[src/rtl/if_fetch_unit.sv]
// Instruction-fetch stage: owns the PC, issues requests to a variable-latency
// instruction memory and presents fetched words (or bubbles) to the IF->ID register.
module if_fetch_unit #(
  parameter int                 ADDR_W   = 32,
  parameter logic [ADDR_W-1:0]  RESET_PC = '0,
  parameter int                 PC_STEP  = 4
) (
  input  logic              clk_i,
  input  logic              rst_ni,
  input  logic              freeze_i,
  input  logic              branch_taken_i,
  input  logic [ADDR_W-1:0] branch_addr_i,
  output logic              imem_req_o,
  output logic [ADDR_W-1:0] imem_addr_o,
  input  logic              imem_ready_i,
  input  logic [31:0]       imem_rdata_i,
  output logic [ADDR_W-1:0] pc_out_o,
  output logic [31:0]       instruction_o,
  output logic              fetch_stall_o
);

  localparam logic [ADDR_W-1:0] STEP = ADDR_W'(PC_STEP);

  // FETCH: request outstanding at pc; HOLD: frozen with a captured word;
  // DRAIN: redirect pending but the old request must complete first.
  typedef enum logic [1:0] {S_FETCH, S_HOLD, S_DRAIN} state_e;

  state_e            state_q, state_d;
  logic [ADDR_W-1:0] pc_q, pc_d;
  logic [31:0]       hold_instr_q, hold_instr_d;
  logic [ADDR_W-1:0] redir_addr_q, redir_addr_d;

  logic              req, valid, stall;
  logic [31:0]       word;

  // State and datapath registers
  always_ff @(posedge clk_i or negedge rst_ni) begin
    if (!rst_ni) begin
      state_q      <= S_FETCH;
      pc_q         <= RESET_PC;
      hold_instr_q <= '0;
      redir_addr_q <= '0;
    end else begin
      state_q      <= state_d;
      pc_q         <= pc_d;
      hold_instr_q <= hold_instr_d;
      redir_addr_q <= redir_addr_d;
    end
  end

  // Next state and next PC; branch beats freeze beats sequential advance
  always_comb begin
    state_d      = state_q;
    pc_d         = pc_q;
    hold_instr_d = hold_instr_q;
    redir_addr_d = redir_addr_q;
    case (state_q)
      S_FETCH: begin
        if (imem_ready_i) begin
          if (branch_taken_i) begin
            // word still presented this cycle; ID flush squashes it
            pc_d = branch_addr_i;
          end else if (freeze_i) begin
            hold_instr_d = imem_rdata_i;
            state_d      = S_HOLD;
          end else begin
            pc_d = pc_q + STEP;
          end
        end else if (branch_taken_i) begin
          // the in-flight request cannot be aborted; remember where to go
          redir_addr_d = branch_addr_i;
          state_d      = S_DRAIN;
        end
      end
      S_HOLD: begin
        if (branch_taken_i) begin
          pc_d    = branch_addr_i;
          state_d = S_FETCH;
        end else if (!freeze_i) begin
          pc_d    = pc_q + STEP;
          state_d = S_FETCH;
        end
      end
      S_DRAIN: begin
        if (imem_ready_i) begin
          pc_d    = branch_taken_i ? branch_addr_i : redir_addr_q;
          state_d = S_FETCH;
        end else if (branch_taken_i) begin
          redir_addr_d = branch_addr_i;
        end
      end
      default: begin
        state_d = S_FETCH;
      end
    endcase
  end

  // Per-state request, presented word, validity and stall indication
  always_comb begin
    req   = 1'b0;
    valid = 1'b0;
    stall = 1'b0;
    word  = '0;
    case (state_q)
      S_FETCH: begin
        req   = 1'b1;
        word  = imem_rdata_i;
        valid = imem_ready_i;
        stall = !imem_ready_i;
      end
      S_HOLD: begin
        word  = hold_instr_q;
        valid = 1'b1;
      end
      S_DRAIN: begin
        req   = 1'b1;
        stall = 1'b1;
      end
      default: begin
        req = 1'b0;
      end
    endcase
  end

  // Outputs are forced quiet while reset is asserted
  always_comb begin
    imem_req_o    = req & rst_ni;
    imem_addr_o   = pc_q;
    fetch_stall_o = stall & rst_ni;
    instruction_o = (valid && rst_ni) ? word : '0;
    pc_out_o      = (valid && rst_ni) ? pc_q + STEP : '0;
  end

endmodule

[config.mk]
export PLATFORM = sky130hd
export DESIGN_NAME = if_fetch_unit
export DESIGN_NICKNAME = d
export VERILOG_FILES = /design/src/rtl/if_fetch_unit.sv
export SDC_FILE = /design/constraint.sdc
export NUM_CORES = 1
export LEC_CHECK = 0
export ABC_AREA = 1
export CAP_MARGIN = 20
export CORE_UTILIZATION = 44
export CTS_CLUSTER_SIZE = 10
export DETAILED_ROUTE_END_ITERATION = 8
export GPL_ROUTABILITY_DRIVEN = 0
export PLACE_DENSITY = 0.78
export REMOVE_ABC_BUFFERS = 1
export SLEW_MARGIN = 20
export SYNTH_ARGS = -nofsm -noshare
export SYNTH_HDL_FRONTEND = slang
export SYNTH_SLANG_ARGS = --single-unit
[constraint.sdc]
create_clock -name clk_i -period 1.8 [get_ports clk_i]
set_clock_uncertainty 0.2 [all_clocks]
set_input_delay 0.18 -clock clk_i [delete_from_list [all_inputs] [get_ports clk_i]]
set_output_delay 0.18 -clock clk_i [all_outputs]
set_load 0.01 [all_outputs]
-- After elaboration in Yosys (flattened, before gate mapping)
Index checks and enable logic that the tools add are counted.
- bits in registers: 98
- latch bits: 0
- memory bits (writable): 0
- memory bits (read-only): 0
- bits of input ports: 69
- output and inout bits: 98
- logic and storage cells: 46
- memories kept: 0
- add/sub/neg operators: 1
- $mul: 0
- div/mod/pow operators: 0
- $lt $le $gt $ge: 0
- equality and inequality tests: 8
- shifts and indexed selects: 0
- mux-type cells: 20
- bitwise operators: 4
- reductions and logical operators: 9
- operator list (cell ; number):
    32-bit 2-to-1 mux ; 7
    32-bit case mux with 3 select lines ; 1
    32-bit case mux with 2 select lines ; 1
    32-bit by 3-bit adder with 32-bit output (second input constant) ; 1
    2-bit 2-to-1 mux ; 7
    3-bit != test (second input constant) ; 4
    2-bit case mux with 3 select lines ; 1
    5-bit AND reduction ; 1
    2-bit != test (second input constant) ; 2
    1-bit case mux with 2 select lines ; 2
    4-bit AND reduction ; 1
    3-bit AND reduction ; 1
    3-bit nonzero test ; 1
    1-bit bitwise AND ; 2
    2-bit by 1-bit equality test with 1-bit output (second input constant) ; 1
    2-bit equality test (second input constant) ; 1
    2-bit logical NOT ; 1
    1-bit NOT ; 2
    2-bit AND reduction ; 1
    2-bit OR reduction ; 1
    1-bit logical AND ; 1
    1-bit logical NOT ; 1
    1-bit 2-to-1 mux ; 1

-- Longest topological paths before layout
- word-level depth: 5
- gate-level depth with buffers: 10
- depth with buffers taken out: 10

-- Worst setup path after synthesis
OpenSTA, ideal clock, no wires.
- path type: flip-flop to output port
- start: reg pc_q[2], in the netlist imem_addr_o[2]
- end: out pc_out_o[22]
- data arrival time: 1.553 ns
- data required time: 1.420 ns
- setup slack: -0.133 ns
- stages on the path, launching flop included: 8
- buffers on the path: 0
- cells stage by stage: dfrtp_1 ha_1 nand2_1 nor2_1 nand2_1 nor2_2 nand3b_1 a21oi_1
- cells in the longest elaborated chain, start to end: 2
- ends and longest elaborated chain (element ; line ; RTL):
    from (decl) ; 29 ; logic [ADDR_W-1:0] pc_q, pc_d;
    from (signal assigned) ; 45 ; pc_q <= pc_d;
    32-bit by 3-bit adder with 32-bit output ; 131 ; pc_out_o = (valid && rst_ni) ? pc_q + STEP : '0;
    32-bit 2-to-1 mux ; 131 ;
    to (decl) ; 17 ; output logic [ADDR_W-1:0] pc_out_o,
Every way passes these cells.

-- Worst setup path after layout
- start: reg pc_q[14], in the netlist imem_addr_o[14]
- end: out pc_out_o[21]
The elaborated chain is that of the path after synthesis.

==> impl_metrics.py <==
metrics = {
    "timing": {
        "setup_violations": 128,
        "finalCriticalPeriod_ns": 2.71,
        "timing.final.hold_violations": 0,
        "timing.final.ws_setup_ns": -0.914,
        "slew_headroom_pct": 66.3,
        "hold_ws_ns": 0.122,
        "slew_violations": 0,
        "worstMarginPinSlew_ns": 0.505,
        "fin_crit_sh_pct": 151,
        "clock.fmax_ghz": 0.369,
        "rsz0062_at_grt": "yes",
    },
    "layout": {
        "nFillCells": 590,
        "nets": 1228,
        "final_common_cell": "nand2_1",
        "antenna_cells": 0,
        "most-common-layout-cells": "nand2_1, buf_4, dfrtp_1, clkdlybuf4s50_1, nor2_1",
        "synthToLayoutAreaGrowth_pct": 87.5,
        "design_area_sq_mm": 0.0109,
        "drive_gt1_share_pct": 49.0,
    },
    "pwr": {
        "combinationalPowerShare_pct": 47.7,
        "leakage_uw": 0.00514,
        "clockPowerShare_pct": 21.5,
        "p_int_uw": 6220,
        "p_sw_uw": 3890,
        "powerDensity_mw_per_mm2": 931,
        "peakVddDrop_mv": 0.665,
        "swShare_pct": 38.5,
        "power_frac_seq_pct": 30.8,
    },
    "clocking": {
        "cts_buffer_depth": 2,
        "clock-root-buffer": "clkbuf_16",
        "path_clk_slew_ns": 0.07,
        "cts_inserted_buffers": 9,
        "htreeDepth": 3,
        "clkLatencyLatePin_ns": 0.37,
        "cts.sinks": 98,
        "cts_tree": "built",
    },
    "global_routing": {
        "grt_max_degree": 35,
        "grt_antenna_before_repair": 1,
        "grt_usage_pct": 33.3,
        "grt_pass1_wl_mm": 34.4,
        "grt_pass1_vias": 6908,
        "grt-ovfl-total": 0,
    },
    "synthesis": {
        "ys.warnings.count": 0,
        "synthAdderAreaFrac_pct": 0.216,
        "synth-seq-cells": 98,
        "synth_edf_count": 0,
        "seq_area_frac_synth_pct": 42.3,
        "synth_compound_gate_area_share_pct": 13.0,
        "ys_types": 33,
        "avgSynthCellArea_sq_um": 7.19,
        "ys.flop_type": "dfrtp_1",
        "async_flop_share_pct": 100,
        "muxShareOfSynthArea_pct": 6.22,
        "synthSimpleGateAreaFrac_pct": 30.0,
        "syn_inst": 805,
        "syn_area_sq_mm": 0.00579,
        "synth_top_family_by_area": "simple AND/OR/NAND/NOR gates",
        "synth_xor_area_share_pct": 1.21,
    },
    "critical_path": {
        "cp_max_fo": 4,
        "cp.required_ns": 1.42,
        "path_delay_family": "simple AND/OR/NAND/NOR gates",
        "critical_path.endpoint_type": "output port",
        "critical_path_arrival_ns": 2.33,
        "path_class": "reg -> out",
        "worstPathCellList": "nand2_2 > nor2_1 > nand2_1 > nor2_4 > nand3b_1 > a21oi_2 > buf_2",
        "cpPeakStageDelay_ns": 0.47,
        "worst_setup_path_start_kind": "register",
        "slowest_stage": "dfrtp_1",
        "crit_buf_inv": 1,
    },
    "outcome": {
        "violations": "negative setup slack",
        "status": "finished, violations left",
    },
    "floorplanning": {
        "placementRows": 41,
        "coreArea_sq_mm": 0.0127,
        "die_h_um": 117,
        "initial_core_util_pct": 45.5,
        "die_w_um": 117,
        "pin_count": 167,
        "dieArea_sq_mm": 0.0136,
    },
    "placed_design": {
        "post_dp_cell_area_sq_mm": 0.00851,
        "portBuffers": 166,
        "hpwl_mm": 13.6,
    },
    "routing": {
        "routed_wl_mm": 31.0,
        "viasPerCell": 6.17,
        "drt_iter0_drc": 1135,
        "drtAntennaViolNets": 0,
        "via_count": 8234,
        "firstDrtPassIters": 6,
        "drcViolationCount": 0,
        "wl_per_cell_um": 23.3,
    },
    "min_path": {
        "hp-class": "in -> async",
    },
    "run": {
        "max_cap_violations": 0,
    },
}
-- layout make-up --
class | instances | area [sq um] | share of cell area (%)
Clock buffer | 12 | 246 | 2.27
Tap cell | 172 | 215 | 1.98
Timing Repair inverter | 1 | 5.00 | 0.0461
Multi-Input combinational cell | 611 | 4030 | 37.1
Timing Repair Buffer | 381 | 3600 | 33.2
Clock inverter | 4 | 75.1 | 0.691
Inverter | 56 | 228 | 2.10
Sequential cell | 98 | 2460 | 22.6
-- final timing paths --
| check | cells past startpoint | to | slack, ns | from |
|---|---|---|---|---|
| min in group clk_i | 3 | redir_addr_q[30]$_DFFE_PN0P_ | 0.18 | branch_addr_i[30] |
| max in group asynchronous | 4 | imem_addr_o[2]$_DFFE_PN0P_ | 0.39 | rst_ni |
| hold / removal | 3 | hold_instr_q[27]$_DFFE_PN0P_ | 0.12 | rst_ni |
| hold reg to reg | 2 | redir_addr_q[3]$_DFFE_PN0P_ | 0.28 | redir_addr_q[3]$_DFFE_PN0P_ |
| setup reg to reg | 12 | imem_addr_o[18]$_DFFE_PN0P_ | -0.57 | imem_addr_o[14]$_DFFE_PN0P_ |
| setup / recovery | 7 | pc_out_o[21] | -0.91 | imem_addr_o[14]$_DFFE_PN0P_ |
-- cells by family after synthesis --
family | Yosys count
buffers and inverters | 96
and+or+nand+nor | 426
adders and majority gates | 1
muxes | 32
DFF | 98
AOI/OAI and AO/OA | 144
xor gates and xnor gates | 8
-- synth_stat cells (3+ instances only) --
master / n / area (sq um)
inv_2: 4 / 15.0
nor2_1: 106 / 398
o21ai_0: 51 / 255
nand3b_1: 6 / 45.0
mux2_2: 32 / 360
xor2_1: 6 / 52.6
nor2_2: 5 / 31.3
nand3_1: 44 / 220
nand4_1: 5 / 31.3
nand2_1: 254 / 953
buf_2: 17 / 85.1
o21ai_1: 3 / 15.0
dfrtp_1: 98 / 2450
clkbuf_1: 17 / 63.8
a31oi_1: 8 / 50.1
buf_4: 3 / 22.5
inv_1: 51 / 191
o211ai_1: 3 / 22.5
a21oi_1: 73 / 365
-- worst min-delay path: cells and delay by family --
kind                   cells  cell delay [ns]
buffers and inverters      3             0.93
-- sequential cells by signal, indices dropped and copies added (netlist names) --
register and cells:
state_q 2, hold_instr_q 32, redir_addr_q 32, imem_addr_o 32
-- metal layers --
layer | track usage [%] | share of wire [%]
met5 | 0 | 0
met4 | 18.2 | 7.5
met3 | 4.83 | 12
met2 | 56.0 | 46
met1 | 41.4 | 35
-- power groups by stage --
| stage | Combinational, uW | Sequential [uW] | Clock, uW |
|---|---|---|---|
| after floorplan | 1230 | 3110 | 0 |
| after global placement | 3110 | 2990 | 0 |
| after detailed placement | 3170 | 3010 | 0 |
| after CTS | 3790 | 2980 | 2140 |
| after global routing | 5020 | 3130 | 2260 |
| final | 4820 | 3120 | 2180 |
-- through the flow --
step | power, uW | setup WS, ns | util (%) | setup TNS (ns) | cells
4_1_cts | 8910 | -0.462 | 76.3 | -29.19 | 1296
3_3_place_gp | 6100 | -0.584 | 66.9 | -43.91 | 1219
5_1_grt | 10400 | -0.871 | 85.4 | -48.11 | 1335
3_5_place_dp | 6180 | -0.626 | 66.9 | -45.29 | 1219
6_report | 10100 | -0.914 | 85.4 | -42.73 | 1335
2_1_floorplan | 4350 | -0.723 | - | -60.60 | 765
-- repair_timing --
action / CTS / global route
cloned: 5 / 8
setup buffers: 61 / 37
hold endpoints to repair: 35 / 6
pin swaps: 79 / 81
hold buffers: 1 / 1
gates resized for setup: 446 / 234
setup endpoints to repair: 103 / 178
(Power assumes the default switching activity.)
